===== src/rtl/tree_loader_if.sv =====
// Byte-stream handshake between the host-side configuration source and tree_loader.
// master drives in_valid/in_data, slave (loader) drives in_ready.
interface tree_loader_if;
   logic       in_valid;
   logic [7:0] in_data;
   logic       in_ready;

   modport master (
      output in_valid,
      output in_data,
      input  in_ready
   );

   modport slave (
      input  in_valid,
      input  in_data,
      output in_ready
   );
endinterface


===== src/rtl/tree_loader.sv =====
// Byte-serial writer for decision-tree node memory: parses framed node records and writes node words.
// Ports: clk, reset (async active-low), s (byte stream slave), mem_ce/we/a/d, nodes_written, tree_valid, err, err_code.
module tree_loader #(
   parameter int FEATURES        = 3,
   parameter int COEFF_BIT_DEPTH = 4,
   parameter int BIAS_BIT_DEPTH  = 10,
   parameter int MAX_CLUSTERS    = 5,
   parameter int CHANNEL_COUNT   = 1,
   parameter int TIMEOUT_CYCLES  = 255,
   localparam int SLOTS = MAX_CLUSTERS * CHANNEL_COUNT,
   localparam int AW    = ($clog2(SLOTS) < 1) ? 1 : $clog2(SLOTS),
   localparam int NW    = $clog2(SLOTS + 1)
) (
   input  logic             clk,
   input  logic             reset,
   tree_loader_if.slave     s,
   output logic             mem_ce,
   output logic             mem_we,
   output logic [AW-1:0]    mem_a,
   output logic [23:0]      mem_d,
   output logic [NW-1:0]    nodes_written,
   output logic             tree_valid,
   output logic             err,
   output logic [1:0]       err_code
);

   localparam int NODE_BITS =
      2 + FEATURES + (FEATURES - 1) * COEFF_BIT_DEPTH + BIAS_BIT_DEPTH;

   localparam logic [23:0] RSV_MASK = 24'hFF_FFFF << NODE_BITS;

   localparam int TW =
      (TIMEOUT_CYCLES < 1) ? 1 : $clog2(TIMEOUT_CYCLES + 1);
   localparam logic [TW-1:0] TO_LIM = TW'(TIMEOUT_CYCLES);
   localparam logic [NW-1:0] NW_MAX = NW'(SLOTS);

   localparam logic [1:0] E_CMD  = 2'd1;
   localparam logic [1:0] E_ADDR = 2'd2;
   localparam logic [1:0] E_TO   = 2'd3;

   if (NODE_BITS > 24) begin : g_node_bits_chk
      $error("tree_loader: node word wider than 24 bits");
   end

   typedef enum logic [2:0] {
      IDLE,
      CH,
      NODE,
      W2,
      W1,
      W0,
      WRITE
   } state_t;

   state_t state, state_d;

   logic [7:0]    ch_q;
   logic [7:0]    node_q;
   logic [7:0]    w2_q;
   logic [7:0]    w1_q;
   logic [TW-1:0] cnt;

   logic          accept;
   logic          in_frame;
   logic          expire;
   logic [23:0]   word;
   logic          bad_rec;
   logic          go_write;
   logic          cmd_start;
   logic          cmd_end;
   logic          cmd_clear;
   logic          err_req;
   logic [1:0]    err_req_code;

   assign s.in_ready = reset & (state != WRITE);
   assign accept     = s.in_valid & s.in_ready;

   assign in_frame = (state == CH) | (state == NODE) | (state == W2) |
                     (state == W1) | (state == W0);

   // Expiry is decided from the registered count, so a byte landing
   // on the expiry edge is simply dropped with the frame.
   assign expire = (TIMEOUT_CYCLES != 0) & in_frame & (cnt == TO_LIM);

   assign word    = {w2_q, w1_q, s.in_data};
   assign bad_rec = (32'(ch_q) >= CHANNEL_COUNT) |
                    (32'(node_q) >= MAX_CLUSTERS) |
                    ((word & RSV_MASK) != 24'd0);

   assign cmd_start = (s.in_data == 8'hA5);
   assign cmd_end   = (s.in_data == 8'h5A);
   assign cmd_clear = (s.in_data == 8'hC3);

   assign mem_ce = (state == WRITE);
   assign mem_we = (state == WRITE);

   always_ff @(posedge clk or negedge reset) begin
      if (!reset) state <= IDLE;
      else        state <= state_d;
   end

   always_comb begin
      state_d      = state;
      go_write     = 1'b0;
      err_req      = 1'b0;
      err_req_code = 2'd0;
      if (expire) begin
         state_d      = IDLE;
         err_req      = 1'b1;
         err_req_code = E_TO;
      end else begin
         unique case (state)
            IDLE: begin
               if (accept) begin
                  unique case (1'b1)
                     cmd_start: state_d = CH;
                     cmd_end,
                     cmd_clear: state_d = IDLE;
                     default: begin
                        err_req      = 1'b1;
                        err_req_code = E_CMD;
                     end
                  endcase
               end
            end
            CH:   if (accept) state_d = NODE;
            NODE: if (accept) state_d = W2;
            W2:   if (accept) state_d = W1;
            W1:   if (accept) state_d = W0;
            W0: begin
               if (accept) begin
                  if (bad_rec) begin
                     state_d      = IDLE;
                     err_req      = 1'b1;
                     err_req_code = E_ADDR;
                  end else begin
                     state_d  = WRITE;
                     go_write = 1'b1;
                  end
               end
            end
            WRITE: state_d = IDLE;
            default: state_d = IDLE;
         endcase
      end
   end

   always_ff @(posedge clk or negedge reset) begin
      if (!reset) begin
         cnt <= '0;
      end else if (!in_frame || accept || expire || TIMEOUT_CYCLES == 0) begin
         cnt <= '0;
      end else begin
         cnt <= cnt + TW'(1);
      end
   end

   always_ff @(posedge clk or negedge reset) begin
      if (!reset) begin
         ch_q   <= '0;
         node_q <= '0;
         w2_q   <= '0;
         w1_q   <= '0;
      end else if (accept) begin
         if (state == CH)   ch_q   <= s.in_data;
         if (state == NODE) node_q <= s.in_data;
         if (state == W2)   w2_q   <= s.in_data;
         if (state == W1)   w1_q   <= s.in_data;
      end
   end

   always_ff @(posedge clk or negedge reset) begin
      if (!reset) begin
         mem_a <= '0;
         mem_d <= '0;
      end else if (go_write) begin
         mem_a <= AW'(ch_q) * AW'(MAX_CLUSTERS) + AW'(node_q);
         mem_d <= word;
      end
   end

   always_ff @(posedge clk or negedge reset) begin
      if (!reset) begin
         nodes_written <= '0;
         tree_valid    <= 1'b0;
         err           <= 1'b0;
         err_code      <= 2'd0;
      end else begin
         if (state == WRITE && nodes_written != NW_MAX)
            nodes_written <= nodes_written + NW'(1);
         if (state == IDLE && accept) begin
            unique case (1'b1)
               cmd_start: tree_valid <= 1'b0;
               cmd_end:   tree_valid <= ~err & (nodes_written != '0);
               cmd_clear: begin
                  nodes_written <= '0;
                  tree_valid    <= 1'b0;
                  err           <= 1'b0;
                  err_code      <= 2'd0;
               end
               default: ;
            endcase
         end
         if (err_req && !err) begin
            err      <= 1'b1;
            err_code <= err_req_code;
         end
      end
   end

endmodule


===== src/flat_wrapper.sv =====
// flat-port wrapper written by rule: the top's interface ports become plain ports
module tree_loader_flat 
#(
   parameter int FEATURES        = 3,
   parameter int COEFF_BIT_DEPTH = 4,
   parameter int BIAS_BIT_DEPTH  = 10,
   parameter int MAX_CLUSTERS    = 5,
   parameter int CHANNEL_COUNT   = 1,
   parameter int TIMEOUT_CYCLES  = 255,
   localparam int SLOTS = MAX_CLUSTERS * CHANNEL_COUNT,
   localparam int AW    = ($clog2(SLOTS) < 1) ? 1 : $clog2(SLOTS),
   localparam int NW    = $clog2(SLOTS + 1)
)
  (clk, reset, mem_ce, mem_we, mem_a, mem_d, nodes_written, tree_valid, err, err_code, s_in_valid, s_in_data, s_in_ready);
  tree_loader_if s_i ();
  input  logic clk;
  input  logic reset;
  output logic mem_ce;
  output logic mem_we;
  output logic [AW-1:0] mem_a;
  output logic [23:0] mem_d;
  output logic [NW-1:0] nodes_written;
  output logic tree_valid;
  output logic err;
  output logic [1:0] err_code;
  input wire logic [$bits(s_i.in_valid)-1:0] s_in_valid;
  input wire logic [$bits(s_i.in_data)-1:0] s_in_data;
  output wire logic [$bits(s_i.in_ready)-1:0] s_in_ready;
  assign s_i.in_valid = s_in_valid;
  assign s_i.in_data = s_in_data;
  assign s_in_ready = s_i.in_ready;
  tree_loader #(.FEATURES(FEATURES), .COEFF_BIT_DEPTH(COEFF_BIT_DEPTH), .BIAS_BIT_DEPTH(BIAS_BIT_DEPTH), .MAX_CLUSTERS(MAX_CLUSTERS), .CHANNEL_COUNT(CHANNEL_COUNT), .TIMEOUT_CYCLES(TIMEOUT_CYCLES)) u_core (.clk(clk), .reset(reset), .s(s_i), .mem_ce(mem_ce), .mem_we(mem_we), .mem_a(mem_a), .mem_d(mem_d), .nodes_written(nodes_written), .tree_valid(tree_valid), .err(err), .err_code(err_code));
endmodule

===== config.mk =====
export PLATFORM = sky130hd
export DESIGN_NAME = tree_loader_flat
export DESIGN_NICKNAME = d
export VERILOG_FILES = /design/src/rtl/tree_loader_if.sv /design/src/rtl/tree_loader.sv /design/src/flat_wrapper.sv
export SDC_FILE = /design/constraint.sdc
export NUM_CORES = 1
export LEC_CHECK = 0
export CORE_ASPECT_RATIO = 0.7
export CORE_MARGIN = 5
export CORE_UTILIZATION = 40
export CTS_BUF_LIST = sky130_fd_sc_hd__clkbuf_4
export DETAILED_ROUTE_END_ITERATION = 16
export PLACE_DENSITY = 0.75
export SKIP_CTS_REPAIR_TIMING = 1
export SLEW_MARGIN = 20
export SYNTH_ARGS = -nofsm -noshare
export SYNTH_HDL_FRONTEND = slang
export SYNTH_SLANG_ARGS = --single-unit

===== constraint.sdc =====
create_clock -name clk -period 2.2 [get_ports clk]
set_input_delay 0.44 -clock clk [delete_from_list [all_inputs] [get_ports clk]]
set_output_delay 0.44 -clock clk [all_outputs]
set_load 0.02 [all_outputs]

==> impl_metrics.env <==
export IMPL_status="finished clean"
export IMPL_cap_violations=0
export IMPL_hold_class="in2async"
export IMPL_rows=28
export IMPL_final_period_utilization_pct=96.3
export IMPL_synth_nets=273
export IMPL_cts_tree="built"
export IMPL_synthCells=255
export IMPL_final_max_slew_viol_count=0
export IMPL_place_inst=424
export IMPL_synth_simple_area_share_pct=12.3
export IMPL_critical_path_startpoint="reset"
export IMPL_final_cells=441
export IMPL_cts_root_buf="clkbuf_4"
export IMPL_relSlewSlack_pct=41.8
export IMPL_hold_viol=0
export IMPL_crit_path_end_kind="flip-flop"
export IMPL_fin_util_pct=51.7
export IMPL_via_count=2257
export IMPL_clk_pin_slew_ps=120
export IMPL_cp_data_required_time_ps=2500
export IMPL_antenna_cells=0
export IMPL_drt_iter0_markers=137
export IMPL_ios=48
export IMPL_finalClockSkew_ps=15.4
export IMPL_reg2reg_from="u_core.ch_q[0]"
export IMPL_die_w_um=120
export IMPL_syn_cell_area_mm2=0.00338
export IMPL_final_nets=349
export IMPL_final_cell_mix="dfrtp_1 (75), clkdlybuf4s50_1 (43), mux2_2 (39), buf_4 (23)"
export IMPL_synth_top_family_by_area="multiplexers"
export IMPL_place_congestion=0.841
export IMPL_power_density_mw_per_mm2=1030
export IMPL_ant_nets=0
export IMPL_via_per_inst=5.12
export IMPL_numClockSinks=77
export IMPL_start_util_pct=40.5
export IMPL_overflow=0
export IMPL_first_pass_iters=4
export IMPL_whs_ps=341
export IMPL_drt_wl_total_um=7480
export IMPL_grt_pass1_wl_um=12800
export IMPL_synth_warnings=0
export IMPL_path_cells="dlygate4sd3_1, buf_4, nand3_1, or2_1, nor4_4, buf_12, mux2_1"
export IMPL_core_area_mm2=0.00834
export IMPL_synthMuxAreaShare_pct=19.6
export IMPL_die_y_um=86.9
export IMPL_wl_per_cell_um=17.0
export IMPL_synth_fa_ha_area_share_pct=2.59
export IMPL_max_freq_ghz=0.472
export IMPL_postSynthAreaPerCell_um2=13.2
export IMPL_fin_crit_ps=2120
export IMPL_antenna_found_initial=0
export IMPL_clk_latency_ps=420
export IMPL_final_common_cell="dfrtp_1"
export IMPL_drive_gt1_share_pct=25.6
export IMPL_synth_xor_area_share_pct=3.11
export IMPL_drc=0
export IMPL_tightest_slew_ps=873
export IMPL_slowest_stage="dlygate4sd3_1"
export IMPL_setup_viol=0
export IMPL_cts_buffers=9
export IMPL_grt_usage_pct=15.8
export IMPL_power_uw=4450
export IMPL_critPathMaxStageDelay_ps=520
export IMPL_grt_pass1_vias=2452
export IMPL_htreeDepth=3
export IMPL_p_leak_uw=0.00197
export IMPL_synth_cell_types=40
export IMPL_die_area_mm2=0.0104
export IMPL_synthToLayoutAreaGrowth_pct=27.6
export IMPL_grt_max_degree=71
export IMPL_synth_ff_latch_count=77
export IMPL_synth_compound_area_share_pct=3.56
export IMPL_dp_hpwl_um=5340
export IMPL_critPathMaxFanout=27
export IMPL_tns_ps=0
export IMPL_io_buffers=47
export IMPL_arrival_ps=2420
export IMPL_ys_seq_area_share_pct=57.1
export IMPL_start_kind="primary input"
export IMPL_timing_worst_setup_path_type="in2reg"
export IMPL_ir_worst_vdd_v=0.000612
export IMPL_clockBufferDepth=2
export IMPL_rsz0062_at_grt="false"
worst paths after layout:
path,endpoint,cells past startpoint,slack [ps]
setup / recovery,u_core.mem_d[16],7,80
hold / removal,u_core.nodes_written[0],2,340
setup reg to reg,u_core.mem_d[16],5,160
hold reg to reg,u_core.cnt[0],1,490
max in group asynchronous,u_core.state[2],3,740
min in group clk,u_core.cnt[0],1,490
cell usage after synthesis (all sizes together):
| cell type | instances | area, µm² |
|---|---|---|
| nor4 | 5 | 46.3 |
| o22ai | 1 | 6.26 |
| or2 | 2 | 12.5 |
| or3 | 3 | 18.8 |
| and4bb | 1 | 16.3 |
| and3b | 2 | 17.5 |
| dfrtp | 77 | 1930 |
| nand3b | 2 | 15.0 |
| nand3 | 7 | 35.0 |
| ha | 7 | 87.6 |
| nor2 | 19 | 71.3 |
| a21oi | 3 | 15.0 |
| clkbuf | 2 | 7.51 |
| buf | 4 | 37.5 |
| mux2 | 58 | 653 |
| inv | 4 | 15.0 |
| o2111ai | 1 | 8.76 |
| xor2 | 6 | 52.6 |
| a31oi | 1 | 6.26 |
| nand2 | 10 | 37.5 |
| nor4bb | 3 | 30.0 |
| a211oi | 1 | 7.51 |
| nor3 | 1 | 5.00 |
| o21ai | 4 | 20.0 |
| a41oi | 1 | 8.76 |
| and2 | 2 | 12.5 |
| nand2b | 4 | 25.0 |
| and3 | 2 | 12.5 |
| nand4 | 6 | 37.5 |
| o31ai | 3 | 22.5 |
| nor2b | 2 | 12.5 |
| xnor2 | 6 | 52.6 |
| o21a | 2 | 15.0 |
| and4 | 1 | 8.76 |
| a311o | 1 | 10.0 |
| mux2i | 1 | 10.0 |
layout make-up:
| type | count | area (µm²) |
|---|---|---|
| fill | 723 | 4030 |
| sequential | 77 | 1930 |
| multi-input combinational | 168 | 1400 |
| timing repair buffer | 71 | 671 |
| tap | 105 | 131 |
| clock inverter | 5 | 83.8 |
| clock buffer | 11 | 82.6 |
| inverter | 4 | 15.0 |
state kept, by name, indices dropped and copies added, names as in the netlist:
signal,cells
u_core.mem_d,24
u_core.ch_q,8
u_core.cnt,8
u_core.node_q,8
u_core.w1_q,8
u_core.w2_q,8
u_core.mem_a,3
u_core.nodes_written,3
u_core.state,3
u_core.err_code,2
u_core.err,1
u_core.tree_valid,1
critical path, delay by kind of cell:
| family | cells | cell delay, ps |
|---|---|---|
| buf+inv | 3 | 910 |
| mux | 1 | 340 |
| simple gates | 3 | 720 |
where the power goes:
group | internal (µW) | total (µW) | switching [µW]
Combinational | 716 | 1330 | 614
Clock | 491 | 996 | 505
Sequential | 1830 | 2130 | 296
through the flow:
step / cell area, µm² / worst slack [ps]
detailed placement: 4120 / -211
CTS: 4280 / -209
finish: 4310 / 81.5
floorplan: 3380 / 89.5
global route: 4310 / 1.29
global placement: 4120 / -184
layer usage:
| layer | up-vias | global-route usage, % | share of wire, % |
|---|---|---|---|
| met3 | 7 | 5.45 | 5.0 |
| met2 | 50 | 23.4 | 44 |
| li1 | 1070 | - | - |
| met1 | 1130 | 22.5 | 50 |
| met4 | 0 | 4.05 | 0.94 |
| met5 | - | 0 | 0 |
logic make-up after synthesis:
family	Yosys count
muxes	59
and+or+nand+nor	72
adders and majority gates	7
DFF	77
buffers and inverters	10
AOI/OAI and AO/OA	18
xor gates and xnor gates	12
No activity file was read; power rests on OpenSTA's default activity.
